===== src/rtl/whistle_pkg.sv =====
// Shared definitions for the whistle audio output stage: PWM geometry and the
// amplifier power-state encoding.
package whistle_pkg;

    localparam int PWM_BITS  = 8;
    localparam int FRAME_LEN = 256;

    typedef logic [1:0] state_t;

    localparam state_t ST_OFF  = 2'd0;
    localparam state_t ST_WAKE = 2'd1;
    localparam state_t ST_PLAY = 2'd2;

    function automatic int max_int(input int a, input int b);
        return (a > b) ? a : b;
    endfunction

endpackage


===== src/rtl/whistle_pwm_out_pwm_core.sv =====
// Free-running PWM frame counter with a duty register latched once per frame;
// exports the frame-boundary strobe used to pace the power FSM.
module pwm_core
    import whistle_pkg::*;
(
    input  logic                clk,
    input  logic                rst_n,
    input  logic [PWM_BITS-1:0] duty_in,
    input  logic                load_zero,
    output logic                pwm_out,
    output logic                boundary
);

    logic [PWM_BITS-1:0] frm_cnt;
    logic [PWM_BITS-1:0] duty;

    assign boundary = (frm_cnt == PWM_BITS'(FRAME_LEN - 1));

    // NOTE: sequential state uses non-blocking assignments so every flop samples
    // pre-edge values; pwm_out therefore compares against the duty of the frame
    // just ending at the boundary edge, which keeps offset 0 low.
    always_ff @(posedge clk or negedge rst_n) begin
        if (!rst_n) begin
            frm_cnt <= '0;
            duty    <= '0;
            pwm_out <= 1'b0;
        end else begin
            frm_cnt <= frm_cnt + 1'b1;
            if (boundary) begin
                duty <= load_zero ? '0 : duty_in;
            end
            pwm_out <= (frm_cnt < duty);
        end
    end

endmodule


===== src/rtl/whistle_pwm_out.sv =====
// Whistle audio output: PWM of the gated sample stream plus an amplifier power
// FSM (OFF -> WAKE -> PLAY -> OFF) stepped only at PWM frame boundaries.
module whistle_pwm_out
    import whistle_pkg::*;
#(
    parameter int WAKE_FRAMES = 16,
    parameter int IDLE_FRAMES = 1024
) (
    input  logic                clk,
    input  logic                rst_n,
    input  logic [PWM_BITS-1:0] sig_in,
    output logic                pwm_out,
    output logic                amp_sd_n,
    output logic                playing
);

    localparam int FCTR_W = $clog2(max_int(WAKE_FRAMES, IDLE_FRAMES)) + 1;
    localparam logic [FCTR_W-1:0] WAKE_LAST = FCTR_W'(WAKE_FRAMES - 1);
    localparam logic [FCTR_W-1:0] IDLE_LAST = FCTR_W'(IDLE_FRAMES - 1);

    state_t              state, state_nxt;
    logic [FCTR_W-1:0]   fctr, fctr_nxt, fctr_inc;
    logic                amp_nxt, playing_nxt;
    logic                boundary;
    logic                sig_nz;

    assign sig_nz   = |sig_in;
    assign fctr_inc = (&fctr) ? fctr : fctr + 1'b1;

    pwm_core u_pwm_core (
        .clk       (clk),
        .rst_n     (rst_n),
        .duty_in   (sig_in),
        .load_zero (state != ST_PLAY),
        .pwm_out   (pwm_out),
        .boundary  (boundary)
    );

    always_ff @(posedge clk or negedge rst_n) begin
        if (!rst_n) begin
            state    <= ST_OFF;
            fctr     <= '0;
            amp_sd_n <= 1'b0;
            playing  <= 1'b0;
        end else begin
            state    <= state_nxt;
            fctr     <= fctr_nxt;
            amp_sd_n <= amp_nxt;
            playing  <= playing_nxt;
        end
    end

    // NOTE: every output of a combinational block gets a default first, so no
    // path through the case can leave a latch behind.
    always_comb begin
        state_nxt = state;
        fctr_nxt  = fctr;
        if (boundary) begin
            case (state)
                ST_OFF: begin
                    fctr_nxt = '0;
                    if (sig_nz) state_nxt = ST_WAKE;
                end
                ST_WAKE: begin
                    if (fctr == WAKE_LAST) begin
                        state_nxt = ST_PLAY;
                        fctr_nxt  = '0;
                    end else begin
                        fctr_nxt = fctr_inc;
                    end
                end
                ST_PLAY: begin
                    if (sig_nz) begin
                        fctr_nxt = '0;
                    end else if (fctr == IDLE_LAST) begin
                        state_nxt = ST_OFF;
                        fctr_nxt  = '0;
                    end else begin
                        fctr_nxt = fctr_inc;
                    end
                end
                default: begin
                    state_nxt = ST_OFF;
                    fctr_nxt  = '0;
                end
            endcase
        end
    end

    // Outputs are decoded from the next state and registered alongside it, so
    // amp_sd_n and playing switch glitch-free on the boundary edge itself.
    always_comb begin
        amp_nxt     = (state_nxt != ST_OFF);
        playing_nxt = (state_nxt == ST_PLAY);
    end

endmodule


===== config.mk =====
export PLATFORM = sky130hd
export DESIGN_NAME = whistle_pwm_out
export DESIGN_NICKNAME = d
export VERILOG_FILES = /design/src/rtl/whistle_pkg.sv /design/src/rtl/whistle_pwm_out_pwm_core.sv /design/src/rtl/whistle_pwm_out.sv
export SDC_FILE = /design/constraint.sdc
export NUM_CORES = 1
export LEC_CHECK = 0
export BUFFER_PORTS_ARGS = -buffer_cell sky130_fd_sc_hd__buf_2
export CAP_MARGIN = 30
export CORE_UTILIZATION = 67
export CTS_BUF_LIST = sky130_fd_sc_hd__clkbuf_4 sky130_fd_sc_hd__clkbuf_8
export DETAILED_ROUTE_END_ITERATION = 8
export GPL_TIMING_DRIVEN = 1
export PLACE_DENSITY = 0.87
export SLEW_MARGIN = 20
export SYNTH_ARGS = -nofsm -noshare
export SYNTH_HDL_FRONTEND = slang
export SYNTH_SLANG_ARGS = --single-unit

===== constraint.sdc =====
create_clock -name clk -period 3.35 [get_ports clk]
set_input_delay 0.1675 -clock clk [delete_from_list [all_inputs] [get_ports clk]]
set_output_delay 0.1675 -clock clk [all_outputs]
set_load 0.01 [all_outputs]

# Yosys cells after proc, flatten, opt, wreduce, memory -nomap -nowiden
# Index checks and enable logic that the tools add are counted.
[totals]
register_bits = 32
latchBits = 0
ram_bits = 0
rom_bits = 0
input_bits = 10
output_inout_bits = 3
wordCells = 33
mem_count = 0
[classes]
add_sub_neg = 2
n_mul = 0
n_div = 0
n_lt_le_gt_ge = 1
eq_ne = 7
shifts = 0
n_mux = 12
bitwise = 0
n_reduce_logical = 4
[ops]
columns = ["op", "n"]
rows = [
  ["11-bit 2-to-1 mux", 4],
  ["11-bit one-hot mux with 2 select lines", 1],
  ["11-bit by 1-bit adder with 11-bit output, second input constant", 1],
  ["11-bit by 10-bit equality test with 1-bit output, second input constant", 1],
  ["11-bit by 4-bit equality test with 1-bit output, second input constant", 1],
  ["11-bit AND reduction", 1],
  ["2-bit 2-to-1 mux", 5],
  ["8-bit by 1-bit adder with 8-bit output, second input constant", 1],
  ["8-bit equality test, second input constant", 1],
  ["8-bit less-than comparator", 1],
  ["8-bit 2-to-1 mux", 1],
  ["8-bit OR reduction", 1],
  ["2-bit one-hot mux with 3 select lines", 1],
  ["2-bit equality test, second input constant", 2],
  ["2-bit by 1-bit equality test with 1-bit output, second input constant", 1],
  ["2-bit logical NOT", 1],
  ["2-bit inequality test, second input constant", 1],
  ["2-bit nonzero test", 1],
]

# Longest topological paths before layout
# Gate-level depths: netlist of the first run.
[logic_depth]
ltp_word = 6
mapped_depth = 7
mapped_depth_nobuf = 7

# Cells and area by module
# A second synthesis of the first run with hierarchy kept.
[unflattened]
hier_cells = 183
area_unflattened_um2 = 1866.8
[by_module_without_submodules]
columns = ["module", "instances", "cells_each", "area_each_um2", "seq_area_each_um2"]
rows = [
  ["whistle_pwm_out", 1, 104, 973.4, 375.4],
  ["pwm_core", 1, 79, 893.4, 425.4],
]

# Worst setup path before layout of the first run
# OpenSTA, ideal clock, no wires.
[synth_path]
path_type = "register to register"
start = "reg fctr[0]"
end = "reg fctr[9]"
setup_ns = 0.127
arrival_ns = 1.578
t_required_ns = 3.223
slack_ns = 1.645
stages_incl_launch_ff = 8
n_path_buf = 1
synth_period_minus_slack_ns = 1.705
cell_sequence = "dfrtp_1 -> ha_1 -> and4_4 -> and4_1 -> buf_6 -> nor4b_4 -> xnor2_1 -> nor2_1"
[synth_between]
elab_chain_len = 5
elab_cells_between_ends = 9
cone_classes = "add/sub (1); eq/ne (2); mux (5); reduce/logical (1)"
[synth_lines]
columns = ["element", "line_no", "source"]
rows = [
  ["from (decl)", "whistle_pwm_out.sv:22", "logic [FCTR_W-1:0] fctr, fctr_nxt, fctr_inc;"],
  ["from (signal assigned)", "whistle_pwm_out.sv:47", "fctr <= fctr_nxt;"],
  ["11-bit by 1-bit adder with 11-bit output or 11-bit AND reduction (tied branches)", "whistle_pwm_out.sv:28", "assign fctr_inc = (&fctr) ? fctr : fctr + 1'b1;"],
  ["11-bit 2-to-1 mux", "whistle_pwm_out.sv:28", ""],
  ["11-bit 2-to-1 mux", "whistle_pwm_out.sv:75", "end else if (fctr == IDLE_LAST) begin"],
  ["11-bit 2-to-1 mux", "whistle_pwm_out.sv:73", "if (sig_nz) begin"],
  ["11-bit one-hot mux with 2 select lines (*)", "whistle_pwm_out.sv:59", "case (state)"],
]
# Every way passes the cells marked *; elsewhere a longest branch is shown, timed or not.
# A chain may end at the register's enable or synchronous reset.

# Worst setup path after layout of the first run
[layout_path]
start = "reg fctr[0]"
end = "reg fctr[4]"
# The elaborated chain is that of the path after synthesis.

==> flow_summary_export.csv, run 1 <==
group,metric,value,unit
outcome,outcome,"completed",
global_routing,grt_remaining_overflow,0,
global_routing,grt_pass1_vias,1319,
route,wl,3610,microns
sta,min_period_over_period,58.3,%
die,std_cell_rows,18,
sta,hold_violations,0,
route,num_vias,1348,
cts,clk_pin_slew,100,ps
die,start_util,71.9,%
worst_setup_path,cp_max_fo,9,
worst_setup_path,path_buf_inv,0,
route,wire_per_inst,16.5,microns
logic_synthesis,syn_inst,173,
worst_setup_path,r2r_end,"fctr[4]$_DFFE_PN0N_",
route,vias_per_cell,6.16,
power_and_ir_drop,swShare,22.3,%
cts,clock_latency,330,ps
power_and_ir_drop,clock_power_share,34.4,%
worst_setup_path,max_stage_delay,550,ps
worst_setup_path,crit_family,"simple AND/OR/NAND/NOR gates",
global_routing,grt_max_degree,33,
logic_synthesis,synthFlopType,"dfrtp_1",
die,die_width,53.8,microns
logic_synthesis,yosys-top-cells-area,"dfrtp_1 45%, ha_1 9.1%, xnor2_1 5.4%, nand3_1 3.9%, o21ai_0 3.1%",
sta,setup_viol,0,
logic_synthesis,synth_commonest_cells,"32 x dfrtp_1, 14 x nand3_1, 13 x ha_1",
sta,slew_viol_final,0,
worst_setup_path,worstPathArrival,2190,ps
logic_synthesis,synth_enable_flop_cells,0,
cts,clkSinkCount,32,
logic_synthesis,yosysTopAreaCell,"dfrtp_1",
route,drt_iter0_markers,40,
die,core_area,2500,sq um
die,die_y,53.8,microns
worst_hold_path,hold_depth,3,
worst_setup_path,worst-setup-path-type,"flop to flop",
placement,gp_congestion,0.839,
worst_setup_path,reg2reg_from,"fctr[0]$_DFFE_PN0N_",
sta,setup_tns,0,ps
global_routing,antenna_found_initial,0,
job,cap_violations,0,
sta,fmax,512,MHz
cells_and_area,n_antenna_cell,0,
cts,post_cts_resized,0,
route,drc,0,
placement,port_buffers,12,
worst_setup_path,critical-path-slowest-cell,"and4_1",
worst_hold_path,hold_class,"primary input to flop",
power_and_ir_drop,p_sw,137,uW
global_routing,grt_pass1_wl,5820,microns
power_and_ir_drop,pwr-share-seq,63.0,%
cells_and_area,layout-drive-gt1-share,19.0,%
power_and_ir_drop,pwr_density_cell,318,nW/um^2
sta,slew_headroom,53.5,%
cts,cts_tree,"done",
logic_synthesis,ys_warn_count,0,
route,firstDrtPassIters,4,
logic_synthesis,synth_top_area_share,44.6,%
cells_and_area,fin_util,77.0,%
worst_setup_path,cp-end-kind,"flop",
global_routing,track_usage,29.2,%
cts,htree_levels,2,
worst_setup_path,r2r_cells,5,
cts,numCtsBuffers,5,
worst_hold_path,holdPathEnd,"u_pwm_core.duty[0]$_DFFE_PN0N_",
power_and_ir_drop,p_int,476,uW
cts,cts_setup_buffers,0,
logic_synthesis,avgSynthCellArea,10.4,sq um
cts,cts_root_buf,"clkbuf_4",
logic_synthesis,ys_types,42,
cells_and_area,final_nets,212,
worst_setup_path,worstSetupStartpointType,"flop",
logic_synthesis,seq_area_frac_synth,44.6,%
die,io_pins,13,
power_and_ir_drop,pwr-share-comb,2.6,%
power_and_ir_drop,leakagePower,0.000907,uW
cts,cts-hold-fix-buffers,1,
cts,clock_path_buffers,2,
logic_synthesis,async_flop_share,100,%
sta,min_period,1950,ps
logic_synthesis,ys_ff_latch,32,
sta,finClkSkew,14.8,ps
worst_hold_path,hold_path.startpoint,"sig_in[0]",
logic_synthesis,synthesis.nets,196,
logic_synthesis,yosysMostFrequentCell,"dfrtp_1",
worst_setup_path,r2r_setup_slack,1400,ps
sta,tightest_slew,697,ps
power_and_ir_drop,irDropWorstVdd,0.336,mV
worst_setup_path,crit_chain,"ha_1 -> and4_4 -> and4_1 -> nor2_1 -> a211oi_1",
sta,grt_setup_unrepaired,"no",
die,die-area,2890,sq um
cells_and_area,syn_to_final_growth,7.17,%
logic_synthesis,synth.cell_area,1800,sq um
worst_setup_path,crit_required,3580,ps
placement,dp_hpwl,2590,microns
route,ant_nets,0,
==> layout by cell type, fill, tap and decap left out, types with 3 or more instances in the layout <==
master / Yosys / routed
a21oi_1: 5 / 5
nand3_1: 14 / 14
clkbuf_4: 0 / 6
buf_2: 2 / 12
nor2_1: 12 / 12
nand4_1: 3 / 3
dfrtp_1: 32 / 32
nor3_2: 4 / 4
nand2_1: 12 / 12
xor2_1: 3 / 3
ha_1: 13 / 13
o21ai_0: 11 / 11
inv_1: 12 / 12
xnor2_1: 11 / 11
==> layer usage <==
metal	vias up	GRT usage [%]	part of all wire, %
met5	-	0	0
met4	0	13.6	1.9
met3	7	8.47	3.5
met2	37	51.2	53
met1	662	32.0	42
li1	642	-	-
==> registers in the layout (all words and copies together) (netlist names) <==
signal / cells
fctr: 11
u_pwm_core.duty: 8
u_pwm_core.frm_cnt: 8
state: 2
amp_sd_n: 1
playing: 1
u_pwm_core.pwm_out: 1
==> logic make-up (layout without fill, tap and decap cells) <==
group,after synthesis,count (layout),share of synthesized area (%)
and+or+nand+nor,68,68,24.3
DFF,32,32,44.6
AOI/OAI and AO/OA,29,29,10.7
buffers and inverters,17,33,4.53
xor gates and xnor gates,14,14,6.82
adders and majority gates,13,13,9.05
==> metrics by stage <==
| stage | setup WS, ps | power (uW) | std cells | instance area [sq um] | hold WS [ps] |
|---|---|---|---|---|---|
| 6_report | 1400 | 613 | 219 | 1930 | 78.6 |
| 2_1_floorplan | 1640 | 394 | 173 | 1800 | -128 |
| 3_3_place_gp | 1510 | 408 | 211 | 1870 | 242 |
| 3_5_place_dp | 1440 | 409 | 211 | 1870 | 249 |
| 4_1_cts | 1410 | 617 | 219 | 1930 | 73.1 |
| 5_1_grt | 1240 | 637 | 219 | 1930 | 65.6 |
==> worst register-to-register path: cells and delay by family (launching register included) <==
kind | cells | cell delay [ps]
flops | 1 | 420
compound gates | 1 | 270
simple gates | 3 | 980
fa+ha+maj | 1 | 200
==> final cells by class <==
| class | count | area, sq um |
|---|---|---|
| Fill cell | 160 | 574 |
| Clock inverter | 1 | 5.00 |
| Sequential cell | 32 | 801 |
| Multi-Input combinational cell | 124 | 915 |
| Clock buffer | 6 | 45.0 |
| Timing Repair Buffer | 14 | 77.6 |
| Inverter | 12 | 45.0 |
| Tap cell | 30 | 37.5 |
==> power by group through the flow <==
stage	registers (uW)	clock network (uW)	logic [uW]
floorplan	394	0	0.634
global placement	394	0	14.2
detailed placement	394	0	15.4
CTS	386	215	16.7
global route	386	232	18.8
finish	386	211	16.2
==> how the worst max path moves through the flow <==
stage / to / slack, ps / cells past startpoint / start
6_report: fctr[4]$_DFFE_PN0N_ / 1400 / 5 / fctr[0]$_DFFE_PN0N_
4_1_cts: amp_sd_n$_DFF_PN0_ / 1410 / 6 / u_pwm_core.frm_cnt[0]$_DFF_PN0_
2_1_floorplan: fctr[9]$_DFFE_PN0N_ / 1640 / 7 / fctr[0]$_DFFE_PN0N_
3_3_place_gp: fctr[4]$_DFFE_PN0N_ / 1510 / 5 / fctr[0]$_DFFE_PN0N_
3_5_place_dp: fctr[4]$_DFFE_PN0N_ / 1440 / 5 / fctr[0]$_DFFE_PN0N_
5_1_grt: fctr[0]$_DFFE_PN0N_ / 1240 / 6 / fctr[0]$_DFFE_PN0N_
Note: power is estimated with default switching activity, not from simulation.
==> run 2, diff against run 1 <==
CORE_UTILIZATION = 56   (was 67)
PLACE_DENSITY = 0.78   (was 0.87)
clock period = 1.58 ns   (was 3.35 ns; I/O delays follow)
==> flow_summary_export.csv, run 2 (synthesis results as in run 1) <==
group,metric,value,unit
sta,fmax,540,MHz
sta,setup_viol,13,
route,vias_per_cell,5.82,
power_and_ir_drop,leakagePower,0.00111,uW
route,drc,0,
route,wl_met2,2560,microns
sta,finClkSkew,8.45,ps
placement,port_buffers,12,
sta,setup_ws,-270,ps
die,die-area,3440,sq um
route,num_vias,1578,
cts,clk_pin_slew,100,ps
job,cap_violations,0,
worst_setup_path,critical-path-slowest-cell,"dfrtp_1",
route,wl_met3,180,microns
die,die_width,58.6,microns
worst_setup_path,max_stage_delay,370,ps
cells_and_area,syn_to_final_growth,33.3,%
cells_and_area,n_antenna_cell,0,
route,wl_met1,2080,microns
die,die_y,58.6,microns
cells_and_area,layout_common_cells,"33 x buf_4, 32 x dfrtp_1, 13 x nand3_1",
worst_setup_path,crit_family,"simple AND/OR/NAND/NOR gates",
worst_hold_path,hold_class,"primary input to flop",
route,ant_nets,0,
worst_setup_path,crit_required,1800,ps
worst_setup_path,crit_chain,"ha_2 -> and4_4 -> nand4b_1 -> buf_4 -> o21a_1 -> o211ai_1 -> nor2_1",
global_routing,grt_pass1_vias,1595,
placement,gp_congestion,0.803,
outcome,outcome,"finished, violations left",
cts,htree_levels,2,
cells_and_area,largest_register_ffs,11,
power_and_ir_drop,pwr_density_cell,657,nW/um^2
route,drt_iter0_markers,78,
worst_setup_path,cp-end-kind,"flop",
cells_and_area,largest_register,"fctr",
sta,min_period_over_period,117,%
die,core_area,3050,sq um
worst_setup_path,worst-setup-path-type,"flop to flop",
worst_setup_path,cp_max_fo,3,
sta,tightest_slew,721,ps
placement,dp_hpwl,3060,microns
route,wl,4960,microns
outcome,violations,"negative setup slack",
worst_setup_path,worstSetupStartpointType,"flop",
global_routing,grt_pass1_wl,7220,microns
route,topRoutingLayerUsed,"met4",
cells_and_area,final_common_cell,"buf_4",
cts,cts_root_buf,"clkbuf_4",
global_routing,antenna_found_initial,0,
sta,grt_setup_unrepaired,"yes",
global_routing,grt_remaining_overflow,0,
worst_setup_path,worstPathArrival,2070,ps
route,firstDrtPassIters,4,
sta,hold_violations,0,
cts,clock_path_buffers,2,
placement,dp_cells,256,
sta,fin_hold_ws,10.3,ps
cells_and_area,layout-drive-gt1-share,37.4,%
sta,slew_headroom,51.9,%
die,start_util,58.9,%
die,std_cell_rows,20,
sta,slew_viol_final,0,
cells_and_area,top_regs,"fctr (11), u_pwm_core.duty (8), u_pwm_core.frm_cnt (8)",
cts,clkSinkCount,32,
route,wire_per_inst,18.3,microns
cells_and_area,final_nets,249,
die,io_pins,13,
power_and_ir_drop,irDropWorstVdd,0.522,mV
global_routing,grt_max_degree,33,
sta,min_period,1850,ps
cts,numCtsBuffers,5,
worst_setup_path,path_buf_inv,1,
cts,cts_tree,"done",
cts,clock_latency,340,ps
global_routing,track_usage,29.3,%
cells_and_area,finalNonFillerCells,271,
-- run 2: stage by stage --
| stage | setup WS, ps | power [uW] | instance area (sq um) | util [%] | TNS [ps] |
|---|---|---|---|---|---|
| 2_1_floorplan | -52.6 | 836 | 1800 | - | -276 |
| 3_3_place_gp | -47.1 | 864 | 2130 | 69.8 | -459 |
| 3_5_place_dp | -145 | 866 | 2130 | 69.8 | -1560 |
| 4_1_cts | -125 | 1570 | 2330 | 76.3 | -1100 |
| 5_1_grt | -348 | 1610 | 2390 | 78.4 | -4140 |
| 6_report | -270 | 1570 | 2390 | 78.4 | -2970 |
-- run 2: tightest hold or removal path, cell delays in order --
cell and delay, ps:
buf_2 90, nand3_1 70, o21ai_0 70
-- run 2: report_power, final --
group	switching (uW)	internal, uW
combinational	23.3	11.9
sequential	0	818
clock	299	420
-- run 2: final cells by class --
type	count	area, sq um
clock buffer	7	65.1
clock inverter	1	30.0
fill	194	658
inverter	12	45.0
multi-input combinational	125	1020
sequential	32	801
tap	44	55.1
timing repair buffer	50	374
-- run 2: final timing paths --
check,from,endpoint,slack [ps],depth (start not counted)
hold / removal,sig_in[4],u_pwm_core.duty[4]$_DFFE_PN0N_,10,3
setup / recovery,fctr[0]$_DFFE_PN0N_,playing$_DFF_PN0_,-270,7
hold reg to reg,u_pwm_core.duty[0]$_DFFE_PN0N_,u_pwm_core.duty[0]$_DFFE_PN0N_,490,2
min in group asynchronous,rst_n,u_pwm_core.duty[6]$_DFFE_PN0N_,320,2
setup reg to reg,fctr[0]$_DFFE_PN0N_,playing$_DFF_PN0_,-270,7
max in group asynchronous,rst_n,state[1]$_DFF_PN0_,800,2
-- run 2: per-layer routing --
layer | vias up | global-route usage [%]
met5 | - | 0
met4 | 0 | 13.3
met3 | 15 | 7.91
met2 | 45 | 49.6
met1 | 798 | 34.9
li1 | 720 | -
-- run 2: repair_timing --
item                                    CTS  global route
gates resized for setup                  11            11
gates cloned                              1             1
hold buffers                              2             0
buffers inserted                          1             2
endpoints found under the hold margin    33             0
endpoints found under the setup margin   14            23
pin swaps                                 7            10
==> run 3, diff against run 2 <==
CORE_UTILIZATION = 53   (was 56)
CTS_BUF_LIST = sky130_fd_sc_hd__clkbuf_4 sky130_fd_sc_hd__clkbuf_8 sky130_fd_sc_hd__clkbuf_16   (was sky130_fd_sc_hd__clkbuf_4 sky130_fd_sc_hd__clkbuf_8)
PLACE_DENSITY = 0.74   (was 0.78)
==> flow_summary_export.csv, run 3 (synthesis results as in run 1) <==
group,metric,value,unit
cells_and_area,finalNonFillerCells,277,
power_and_ir_drop,irDropWorstVdd,0.476,mV
sta,tightest_slew,718,ps
cells_and_area,multiInputGateArea,1000,sq um
cells_and_area,final_nets,255,
global_routing,grt_use_met3,6.49,%
power_and_ir_drop,pwr-share-comb,2.8,%
die,io_pins,13,
cells_and_area,layout_common_cells,"37 x buf_4, 32 x dfrtp_1, 13 x nand3_1",
cts,cts_root_buf,"clkbuf_4",
cts,numCtsBuffers,5,
worst_setup_path,r2r_end,"playing$_DFF_PN0_",
sta,min_period,1720,ps
placement,gp_congestion,0.901,
die,die_y,60.2,microns
global_routing,grt_pass1_wl,7300,microns
worst_setup_path,crit_required,1810,ps
worst_setup_path,worstPathArrival,1960,ps
sta,slew_viol_final,0,
worst_hold_path,hold_depth,3,
power_and_ir_drop,clock_power_share,39.2,%
cts,clock_latency,350,ps
worst_hold_path,hold_path.startpoint,"sig_in[4]",
power_and_ir_drop,pwr_density_cell,594,nW/um^2
sta,setup_ws,-144,ps
cells_and_area,syn_to_final_growth,32.0,%
placement,dp_cells,259,
worst_hold_path,hold_class,"primary input to flop",
power_and_ir_drop,leakagePower,0.00113,uW
route,num_vias,1549,
route,drc,0,
route,firstDrtPassIters,4,
cells_and_area,largest_register_ffs,11,
outcome,outcome,"finished, violations left",
sta,hold_violations,0,
route,wl,4470,microns
die,core_area,3130,sq um
sta,finClkSkew,7.97,ps
global_routing,track_usage,28.5,%
cells_and_area,fillCellCount,214,
cts,cts_tree,"done",
worst_setup_path,worstSetupStartpointType,"flop",
global_routing,grt-busiest-layer,"met2",
power_and_ir_drop,swShare,22.9,%
worst_setup_path,worst-setup-path-type,"flop to flop",
global_routing,grt_pass1_vias,1672,
power_and_ir_drop,p_sw,323,uW
cells_and_area,final_common_cell,"buf_4",
sta,fmax,580,MHz
cells_and_area,top_regs,"fctr (11), u_pwm_core.duty (8), u_pwm_core.frm_cnt (8)",
die,start_util,57.4,%
placement,port_buffers,12,
power_and_ir_drop,pwr-share-seq,58.0,%
sta,setup_viol,13,
outcome,violations,"negative setup slack",
route,wire_per_inst,16.1,microns
route,ant_nets,0,
power_and_ir_drop,p_int,1090,uW
global_routing,grt_remaining_overflow,0,
sta,slew_headroom,52.2,%
route,drt_iter0_markers,69,
cells_and_area,fin_util,75.8,%
global_routing,grtUsageMet1,29.9,%
global_routing,grt_max_degree,33,
cts,clkSinkCount,32,
sta,grt_setup_unrepaired,"yes",
cells_and_area,largest_register,"fctr",
cts,htree_levels,2,
worst_setup_path,cp-end-kind,"flop",
die,std_cell_rows,20,
placement,dp_hpwl,2910,microns
cts,clk_pin_slew,100,ps
die,die_width,60.2,microns
worst_hold_path,holdPathEnd,"u_pwm_core.duty[4]$_DFFE_PN0N_",
route,vias_per_cell,5.59,
die,die-area,3630,sq um
sta,min_period_over_period,109,%
worst_setup_path,cp_max_fo,3,
job,cap_violations,0,
global_routing,met2_usage,52.0,%
cells_and_area,layout-drive-gt1-share,36.1,%
worst_setup_path,r2r_setup_slack,-140,ps
worst_setup_path,r2r_cells,7,
cells_and_area,seqCellArea,801,sq um
cts,clock_path_buffers,2,
cells_and_area,n_antenna_cell,0,
global_routing,antenna_found_initial,0,
worst_setup_path,reg2reg_from,"fctr[1]$_DFFE_PN0N_",
-- run 3: changes by cell type in the layout (fill, tap and decap cells not counted), sizes merged --
cell	change
buf	+4
nand2b	+1
bufinv	-1
clkbuf	+1
clkdlybuf4s15	-1
dlygate4sd3	+2
-- run 3: critical path, stage by stage, from the launching register on --
cell and delay [ps]:
dfrtp_1 370, ha_2 190, and4_4 220, nand4b_1 130, buf_4 170, o21a_1 160
o211ai_1 260, nor2_1 120
-- run 3: layer usage --
layer / wire length (microns) / part of all wire, %
met1: 1850 / 41
met4: 121 / 2.7
met3: 166 / 3.7
met2: 2330 / 52
met5: 0 / 0
-- run 3: how the worst max path moves through the flow --
| stage | from | to | slack (ps) | cells past startpoint |
|---|---|---|---|---|
| final | fctr[1]$_DFFE_PN0N_ | playing$_DFF_PN0_ | -140 | 7 |
| after global routing | fctr[1]$_DFFE_PN0N_ | playing$_DFF_PN0_ | -220 | 7 |
| after CTS | fctr[0]$_DFFE_PN0N_ | playing$_DFF_PN0_ | -120 | 7 |
| after detailed placement | fctr[1]$_DFFE_PN0N_ | playing$_DFF_PN0_ | -140 | 7 |
| after global placement | fctr[1]$_DFFE_PN0N_ | fctr[0]$_DFFE_PN0N_ | -50 | 7 |
| after floorplan | fctr[0]$_DFFE_PN0N_ | fctr[9]$_DFFE_PN0N_ | -50 | 7 |
-- run 3: power groups by stage --
stage                     Combinational, uW  Sequential, uW  Clock [uW]
after global routing                   44.2             819         572
final                                  38.9             818         553
after detailed placement               32.4             834           0
after CTS                              39.9             818         550
after floorplan                        1.34             835           0
after global placement                 30.2             834           0
-- run 3: area by class of cell --
type	count	share of cell area, %
repair buffers	55	16.9
clock buffers	8	2.80
well taps	44	2.32
multi-input cells	126	42.4
inverters	12	1.90
flip-flops and latches	32	33.8
-- run 3: per-stage QoR --
| step | setup WS (ps) | hold WS, ps | setup TNS (ps) | area [sq um] | power, uW |
|---|---|---|---|---|---|
| 2_1_floorplan | -52.6 | -217 | -276 | 1800 | 836 |
| 3_3_place_gp | -49.0 | 153 | -329 | 2140 | 865 |
| 3_5_place_dp | -144 | 174 | -1560 | 2140 | 867 |
| 4_1_cts | -123 | 5.52 | -792 | 2350 | 1410 |
| 5_1_grt | -219 | 36.5 | -2060 | 2370 | 1440 |
| 6_report | -144 | 6.88 | -1030 | 2370 | 1410 |
-- run 3: what timing repair did --
item	4_1_cts	5_1_grt
pin swaps	16	3
hold buffers	4	0
cloned	2	0
resized for setup	10	5
setup buffers	4	0
setup endpoints to repair	14	17
hold endpoints to repair	35	0
